File: src/rtl/pll_serdes_pkg.sv
// Shared types and helpers for the divided-clock lock detector.
package pll_serdes_pkg;

  typedef enum logic [1:0] {
    IDLE    = 2'd0,
    ACQUIRE = 2'd1,
    LOCKED  = 2'd2
  } lock_state_t;

  // True when |meas - exp_val| <= tol. The extra sign bit keeps the
  // difference from wrapping when meas is smaller than exp_val.
  function automatic logic in_tol(input logic [31:0] meas,
                                  input logic [31:0] exp_val,
                                  input logic [31:0] tol);
    logic signed [32:0] diff;
    diff = $signed({1'b0, meas}) - $signed({1'b0, exp_val});
    if (diff < 0) diff = -diff;
    return (diff <= $signed({1'b0, tol}));
  endfunction

endpackage

File: src/rtl/div_clk_sync.sv
// Brings the asynchronous divided clock into the clk domain and flags
// every transition (either polarity) as a one-cycle edge.
module div_clk_sync #(
  parameter int SYNC_STAGES = 2
) (
  input  logic clk,
  input  logic rst,
  input  logic async_in,
  output logic edge_det
);

  logic [SYNC_STAGES-1:0] sync_p;
  logic                   s;
  logic                   s_d;

  assign s        = sync_p[SYNC_STAGES-1];
  assign edge_det = s ^ s_d;

  // Synchroniser chain plus one-cycle delayed copy for edge detection
  always_ff @(posedge clk) begin
    if (rst) begin
      sync_p <= '0;
      s_d    <= 1'b0;
    end else begin
      sync_p <= {sync_p[SYNC_STAGES-2:0], async_in};
      s_d    <= s;
    end
  end

endmodule

File: src/rtl/div_clk_lock_detector.sv
// Measures each half-period of the divided clock in clk cycles, tracks
// consecutive good measurements and reports lock / loss of lock.
module div_clk_lock_detector
  import pll_serdes_pkg::*;
#(
  parameter int CNT_W       = 8,
  parameter int HALF_PERIOD = 5,
  parameter int TOL         = 0,
  parameter int LOCK_COUNT  = 4,
  parameter int TIMEOUT     = 16,
  parameter int SYNC_STAGES = 2
) (
  input  logic             clk,
  input  logic             rst,
  input  logic             div_in,
  input  logic             enable,
  output logic             locked,
  output logic [CNT_W-1:0] half_period,
  output logic             meas_valid,
  output logic             err,
  output logic             lost
);

  localparam int GC_W = $clog2(LOCK_COUNT + 1);
  localparam logic [CNT_W-1:0] CNT_MAX = {CNT_W{1'b1}};
  localparam logic [CNT_W-1:0] TO_THR  = CNT_W'(TIMEOUT - 1);

  lock_state_t     state, state_nxt;
  logic [CNT_W-1:0] run_cnt;
  logic [GC_W-1:0]  good_cnt, good_cnt_nxt;
  logic             first_edge, first_edge_nxt;
  logic             locked_nxt, err_nxt, lost_nxt;
  logic             edge_det;
  logic             active, meas_evt, disc_evt, timeout, good, bad_evt;

  div_clk_sync #(.SYNC_STAGES(SYNC_STAGES)) u_sync (
    .clk      (clk),
    .rst      (rst),
    .async_in (div_in),
    .edge_det (edge_det)
  );

  assign active   = enable && (state != IDLE);
  assign meas_evt = active && edge_det && !first_edge;
  assign disc_evt = active && edge_det && first_edge;
  // An edge in the threshold cycle is a measurement, never a timeout.
  assign timeout  = active && !edge_det && (run_cnt == TO_THR);
  assign good     = in_tol(32'(run_cnt), 32'(HALF_PERIOD), 32'(TOL));
  assign bad_evt  = (meas_evt && !good) || timeout;

  // Next-state and pulse decode for the lock FSM
  always_comb begin
    state_nxt      = state;
    good_cnt_nxt   = good_cnt;
    first_edge_nxt = first_edge;
    locked_nxt     = locked;
    err_nxt        = 1'b0;
    lost_nxt       = 1'b0;
    if (disc_evt) first_edge_nxt = 1'b0;
    if (timeout)  first_edge_nxt = 1'b1;
    if (!enable) begin
      state_nxt      = IDLE;
      locked_nxt     = 1'b0;
      good_cnt_nxt   = '0;
      first_edge_nxt = 1'b1;
    end else begin
      case (state)
        IDLE: begin
          state_nxt      = ACQUIRE;
          good_cnt_nxt   = '0;
          first_edge_nxt = 1'b1;
        end
        ACQUIRE: begin
          if (bad_evt) begin
            good_cnt_nxt = '0;
            err_nxt      = 1'b1;
          end else if (meas_evt) begin
            if (32'(good_cnt) + 32'd1 == 32'(LOCK_COUNT)) begin
              state_nxt    = LOCKED;
              locked_nxt   = 1'b1;
              good_cnt_nxt = '0;
            end else begin
              good_cnt_nxt = good_cnt + 1'b1;
            end
          end
        end
        LOCKED: begin
          if (bad_evt) begin
            state_nxt    = ACQUIRE;
            locked_nxt   = 1'b0;
            lost_nxt     = 1'b1;
            good_cnt_nxt = '0;
          end
        end
        default: begin
          state_nxt = IDLE;
        end
      endcase
    end
  end

  // State, run counter, measurement and output registers
  always_ff @(posedge clk) begin
    if (rst) begin
      state       <= IDLE;
      run_cnt     <= '0;
      good_cnt    <= '0;
      first_edge  <= 1'b1;
      locked      <= 1'b0;
      half_period <= '0;
      meas_valid  <= 1'b0;
      err         <= 1'b0;
      lost        <= 1'b0;
    end else begin
      state      <= state_nxt;
      good_cnt   <= good_cnt_nxt;
      first_edge <= first_edge_nxt;
      locked     <= locked_nxt;
      err        <= err_nxt;
      lost       <= lost_nxt;
      meas_valid <= meas_evt;
      if (meas_evt) half_period <= run_cnt;
      if (edge_det)               run_cnt <= CNT_W'(1);
      else if (run_cnt != CNT_MAX) run_cnt <= run_cnt + 1'b1;
    end
  end

endmodule

File: config.mk
export PLATFORM = sky130hd
export DESIGN_NAME = div_clk_lock_detector
export DESIGN_NICKNAME = d
export VERILOG_FILES = /design/src/rtl/pll_serdes_pkg.sv /design/src/rtl/div_clk_sync.sv /design/src/rtl/div_clk_lock_detector.sv
export SDC_FILE = /design/constraint.sdc
export NUM_CORES = 1
export LEC_CHECK = 0
export ABC_CLOCK_PERIOD_IN_PS = 2300
export CORE_ASPECT_RATIO = 0.5
export CORE_MARGIN = 4
export CORE_UTILIZATION = 35
export DETAILED_ROUTE_END_ITERATION = 12
export GPL_TIMING_DRIVEN = 1
export PLACE_DENSITY = 0.58
export RECOVER_POWER = 50
export SYNTH_ARGS = -nofsm -noshare
export SYNTH_HDL_FRONTEND = slang
export SYNTH_HIERARCHICAL = 1
export SYNTH_SLANG_ARGS = --single-unit
export TNS_END_PERCENT = 100
File: constraint.sdc
create_clock -name clk -period 2.3 [get_ports clk]
set_input_delay 0.46 -clock clk [delete_from_list [all_inputs] [get_ports clk]]
set_output_delay 0.46 -clock clk [all_outputs]
set_load 0.005 [all_outputs]
==> key figures, run 1 <==
Clocking
  • Clk root buf: clkbuf_8
  • Clock-pin slew on the worst setup and hold paths: 0.06 ns
  • Clock Path Buffers: 2
  • CTS H-tree lvls: 2
  • CTS Hold Bufs: 0
  • Clk_lat worst skew: 0.28 ns
  • CTS Buf Count: 5
  • CTS sink cnt: 29
  • CTS tree: built

Cells and area
  • Layout net count: 249
  • Fillcell total: 444
  • Layout cell share with drive strength beyond 1: 29.0%
  • Area grow syn2layout: 37.8%
  • N_diodes: 0
  • Fin cells: 304

Route
  • DRT iter0 DRCs: 66
  • DR vias/cell: 5.32
  • DRC viols: 0
  • WL final: 4340 µm
  • Vias: 1617
  • Antenna-violating nets left: 0
  • Wire per inst: 14.3 µm
  • Pre-Repair DR Iteration Count: 4

Timing
  • Final Max Tran Viols: 0
  • Final Hold Viols: 0
  • Worst slew margin: 58.1%
  • Final Setup Violations: 0
  • Setup TNS: 0 ns
  • Final setup skew: 0.00521 ns
  • Tcrit/Tclk final: 96.6%
  • Fmax achieved: 450 MHz
  • Worst-Margin Slew: 0.629 ns
  • Fin crit period: 2.22 ns

Logic synthesis
  • Post-synth EDFFs: 0
  • Compound-cell area share of the yosys netlist: 18.8%
  • Syn Nets: 216
  • Synthesized instance count: 204
  • Most common cell in the synthesized netlist: dfxtp_1
  • Yosys cell types: 50
  • Post-synthesis simple-gate area fraction: 30.5%
  • Cell Area, Synth: 0.00174 mm²
  • Yosys top cell area share: 33.5%
  • Ys flop type: dfxtp_1
  • Post-synthesis adder-cell area fraction: 5.77%
  • Largest cells by area after synthesis: dfxtp_1 (33%), nor2_1 (6.1%), ha_1 (5.8%), mux2i_1 (5.2%), nand2b_1 (3.6%)
  • Post-synthesis sequential area ratio: 33.5%
  • Asr flop ratio synth: 0%
  • Post-synthesis mux area share: 5.19%
  • YS warnings: 6
  • Leading area contributor after synthesis: dfxtp_1
  • Mean Syn Cell Area: 8.51 µm²
  • Post-synth top cells: dfxtp_1 (29), nor2_1 (28), nor3_1 (11)
  • #FFs+latches synth: 29
  • Synth Area in XOR/XNOR: 2.02%
  • Largest family of logic cells by synthesized area: simple AND/OR/NAND/NOR gates

Setup path
  • CP Data Required Time: 2.52 ns
  • CP cell instances: or4_4 > mux2i_2 > a221oi_4 > nor4_4 > nand3_4 > buf_4 > nand2b_4 > and3_1
  • Worst R2R End: state[1]
  • WP data arrival: 2.45 ns
  • R2r worst-path depth: 8
  • Crit-path max FO: 7
  • CP startpoint kind: flop
  • Critical Path End: state[1]
  • Family with the most delay on the worst path: simple AND/OR/NAND/NOR gates
  • Flop2flop setup slack: 0.08 ns
  • Crit. End Element: flop
  • Slowest-stage cell, CP: or4_4
  • Worst Path Buf+Inv: 1
  • Max incr delay on CP: 0.63 ns
  • Crit path launch: run_cnt[5]
  • Reg2reg start: run_cnt[5]
  • Stages on worst setup path: 8
  • CP Class: reg2reg

Die
  • Rows: 17
  • Die X: 108 µm
  • Starting Density: 37.8%
  • Die H: 57.8 µm
  • IO Pins: 16
  • Die area: 0.00622 mm²
  • Core area: 0.00459 mm²

GRT
  • Congestion Overflow GR: 0
  • Initial antenna violation count: 0
  • First-pass GRT wire length: 7090 µm
  • GRT Util Overall: 14.3%
  • Largest net degree at the start of global routing: 16
  • Vias in the first global route: 1544

Hold path
  • Hold crit path type: reg2reg

Flow run
  • # Max-Cap Violations: 0

Power
  • Lkg Pwr: 0.000895 µW
  • IR drop worst, VDD: 0.000190 V
  • Power Density: 456 mW/mm²

Placed design
  • Dpl cells: 295
  • GP Congestion: 0.832
  • PortBufs: 15
  • Hpwl dp: 3080 µm

Status
  • Status: complete, no violations
-- layout make-up --
class	count	area, µm²	area share (%)
tap	66	82.6	3.45
inverter	3	11.3	0.471
timing repair buffer	38	327	13.7
multi-input combinational	160	1300	54.5
clock buffer	8	80.1	3.35
sequential	29	587	24.5
-- cell usage in the layout (no fill, tap or decap), types with 2 or more instances in the layout --
cell,n
nor2b_4,2
mux2i_1,8
ha_1,4
o31ai_2,2
nor3_1,10
o211ai_1,3
xor2_1,2
dfxtp_2,2
clkbuf_1,4
dfxtp_1,26
a21oi_1,5
nor4_4,2
a21o_1,3
clkdlybuf4s50_1,2
dlygate4sd3_1,13
nand3_1,6
nor3b_1,2
o21ai_0,8
xnor2_1,2
nor2_2,2
buf_4,20
nor2b_1,6
nor2_1,26
nand2b_4,2
nand2_1,9
inv_2,2
a21oi_2,2
and3_1,3
buf_6,2
ha_4,3
nand2b_1,8
nand4_1,3
clkbuf_8,5
nor3_2,2
-- worst min-delay path by stage --
stage	endpoint	cells past startpoint	from	slack (ns)
global placement	u_sync/sync_p[1]	1	u_sync/sync_p[0]	0.42
finish	u_sync/sync_p[1]	1	u_sync/sync_p[0]	0.44
CTS	u_sync/sync_p[1]	1	u_sync/sync_p[0]	0.45
global route	u_sync/sync_p[1]	1	u_sync/sync_p[0]	0.46
floorplan	u_sync/sync_p[1]	1	u_sync/sync_p[0]	0.41
detailed placement	u_sync/sync_p[1]	1	u_sync/sync_p[0]	0.43
-- power breakdown --
| part | switching [µW] | internal [µW] |
|---|---|---|
| clock network | 192 | 214 |
| registers | 8.07 | 510 |
| logic | 86.2 | 79.2 |
-- sequential cells by signal, summed over array words and instances (netlist names), 2 cells and up --
name,flops
half_period,8
run_cnt,8
good_cnt,3
state,2
u_sync/sync_p,2
-- logic make-up after synthesis --
family	count (synthesis)
flip-flops	29
AND/OR/NAND/NOR	94
AO/OA/AOI/OAI	45
multiplexers	9
adder cells (fa/ha/maj)	8
XOR/XNOR	4
buffers and inverters	15
-- layer usage --
metal | up-vias | GRT usage, % | share of wire (%)
met4 | 0 | 5.58 | 1.7
met3 | 7 | 4.00 | 4.5
met1 | 761 | 19.0 | 49
li1 | 808 | - | -
met2 | 41 | 22.2 | 44
met5 | - | 0 | 0
-- through the flow --
step           cell area [µm²]  power, µW  setup slack [ns]  hold WS [ns]  util, %
5_1_grt                   2390       1130          -0.00299         0.461     52.0
4_1_cts                   2200       1050           0.00401         0.448     47.8
3_5_place_dp              2090        650            -0.115         0.434     45.4
6_report                  2390       1090            0.0781         0.443     52.0
3_3_place_gp              2090        647           -0.0707         0.416     45.4
2_1_floorplan             1760        608            0.0575         0.414        -
-- what timing repair did --
action	in CTS	in global routing
gates resized for setup	5	39
buffers inserted	0	2
setup endpoints to repair	8	8
pin swaps	3	7
Note: power is estimated with default switching activity, not from simulation.
==> run 2: changes to the inputs <==
--- a/config.mk
+++ b/config.mk
@@ -5,13 +5,13 @@
 export SDC_FILE = /design/constraint.sdc
 export NUM_CORES = 1
 export LEC_CHECK = 0
-export ABC_CLOCK_PERIOD_IN_PS = 2300
+export ABC_CLOCK_PERIOD_IN_PS = 2200
 export CORE_ASPECT_RATIO = 0.5
 export CORE_MARGIN = 4
 export CORE_UTILIZATION = 35
 export DETAILED_ROUTE_END_ITERATION = 12
 export GPL_TIMING_DRIVEN = 1
-export PLACE_DENSITY = 0.58
+export PLACE_DENSITY = 0.56
 export RECOVER_POWER = 50
 export SYNTH_ARGS = -nofsm -noshare
 export SYNTH_HDL_FRONTEND = slang
==> constraint.sdc (replaced) <==
create_clock -name clk -period 2.2 [get_ports clk]
set_input_delay 0.44 -clock clk [delete_from_list [all_inputs] [get_ports clk]]
set_output_delay 0.44 -clock clk [all_outputs]
set_load 0.005 [all_outputs]
==> key figures, run 2 (same netlist as run 1, synthesis figures left out) <==
Placed design
  • Area after DPL: 0.00214 mm²
  • Hpwl dp: 3060 µm
  • PortBufs: 15
  • Dpl cells: 301
  • GP Congestion: 0.883
  • Pre-CTS WS: -0.176 ns

Clocking
  • CTS H-tree lvls: 2
  • Clock Path Buffers: 2
  • Clk_lat worst skew: 0.28 ns
  • Clock-pin slew on the worst setup and hold paths: 0.07 ns
  • CTS sink cnt: 29
  • CTS Buf Count: 5
  • Clk root buf: clkbuf_8
  • CTS tree: built

Cells and area
  • Fin util: 53.1%
  • Layout cell share with drive strength beyond 1: 30.4%
  • Top flop regs: half_period (8), run_cnt (8), good_cnt (3)
  • Layout net count: 261
  • Fillcell total: 413
  • N_diodes: 0
  • Fin area: 0.00244 mm²
  • Commonest non-fill, non-tap cell in the layout: buf_4
  • Area grow syn2layout: 40.6%
  • Fin cells: 316
  • Commonest non-fill, non-tap cells in the layout: buf_4 (31), nor2_1 (28), dfxtp_1 (25)

Route
  • Antenna-violating nets left: 0
  • Pre-Repair DR Iteration Count: 4
  • Wire per inst: 13.7 µm
  • DR vias/cell: 5.19
  • Vias: 1641
  • DRT iter0 DRCs: 41
  • WL final: 4310 µm
  • DRC viols: 0

Flow run
  • # Max-Cap Violations: 0

Timing
  • Worst slew margin: 58.5%
  • Post-route setup slack: -0.0000508 ns
  • Worst-Margin Slew: 0.622 ns
  • Final setup skew: 0.00918 ns
  • Final Max Tran Viols: 0
  • Tcrit/Tclk final: 100%
  • RSZ-0062 raised after global routing: true
  • Final Hold Viols: 0
  • Fmax achieved: 455 MHz
  • Fin crit period: 2.20 ns
  • Final Setup Violations: 1

GRT
  • Largest net degree at the start of global routing: 16
  • Vias in the first global route: 1536
  • GRT Util Overall: 14.4%
  • First-pass GRT wire length: 7330 µm
  • Initial antenna violation count: 0
  • Congestion Overflow GR: 0

Die
  • Rows: 17
  • Die H: 57.8 µm
  • Starting Density: 37.8%
  • Core area: 0.00459 mm²
  • IO Pins: 16
  • Die X: 108 µm
  • Die area: 0.00622 mm²

Setup path
  • CP Data Required Time: 2.43 ns
  • WP data arrival: 2.43 ns
  • Crit-path max FO: 5
  • CP startpoint kind: flop
  • CP Class: reg2reg
  • Crit. End Element: flop

Power
  • IR drop worst, VDD: 0.000298 V
  • Power Density: 493 mW/mm²
  • Lkg Pwr: 0.000948 µW
  • Overall power: 1200 µW

Status
  • Status: finished, violations left
  • Failing checks: setup timing

Hold path
  • Hold crit path type: reg2reg
==> run 2: cell count changes in the layout (fill, tap and decap cells not counted), moves of 2 or more <==
cell,delta
buf_4,+11
clkbuf_1,-3
clkbuf_8,+2
clkdlybuf4s50_1,+3
dlygate4sd3_1,-3
nor2_1,+2
nor2_2,-2
==> run 2: where the power goes <==
part	leakage, µW	internal, µW	switching [µW]
clock network	0.0000542	283	209
registers	0.000237	533	7.93
logic	0.000657	86.6	84.1
total	0.000948	902	301
==> run 2: critical path: stages (launching register included) <==
cell,delay [ns]
dfxtp_2,0.34
inv_2,0.05
ha_4,0.17
or4b_4,0.50
o32ai_4,0.11
a221oi_2,0.07
buf_4,0.16
nor4_4,0.14
nand3_2,0.19
buf_6,0.17
nand2b_4,0.09
a31o_1,0.15
==> run 2: routing by layer <==
| metal | global-route usage [%] | wire (µm) |
|---|---|---|
| met5 | 0 | 0 |
| met4 | 1.98 | 26 |
| met3 | 4.00 | 188 |
| met2 | 23.0 | 1920 |
| met1 | 20.0 | 2180 |
==> run 2: path summary, 6_finish.rpt <==
kind	startpoint	depth (start not counted)	slack, ns	to
max	run_cnt[0]	11	-0.00005	locked
min	u_sync/sync_p[0]	1	0.44	u_sync/sync_p[1]
max reg2reg	run_cnt[0]	11	-0.00005	locked
min reg2reg	u_sync/sync_p[0]	1	0.44	u_sync/sync_p[1]
==> run 2: timing repair <==
action / 4_1_cts / 5_1_grt
cloned: 0 / 0
setup endpoints to repair: 8 / 8
gates resized for setup: 26 / 8
hold buffers: 0 / 0
pin swaps: 6 / 4
setup buffers: 7 / 0
==> run 2: cell type report <==
class / count / area, µm² / area share, %
inverters: 3 / 11.3 / 0.462
well taps: 66 / 82.6 / 3.38
repair buffers: 50 / 420 / 17.2
clock buffers: 7 / 96.3 / 3.95
multi-input cells: 160 / 1240 / 50.7
clock inverters: 1 / 5.00 / 0.205
flip-flops and latches: 29 / 588 / 24.1
==> run 2: metrics by stage <==
stage                     hold WS (ns)  setup TNS, ns
after floorplan                  0.414              0
after global placement           0.418         -0.754
after detailed placement         0.425         -0.831
after CTS                        0.440        -0.0193
after global routing             0.460         -0.650
final                            0.437     -0.0000508
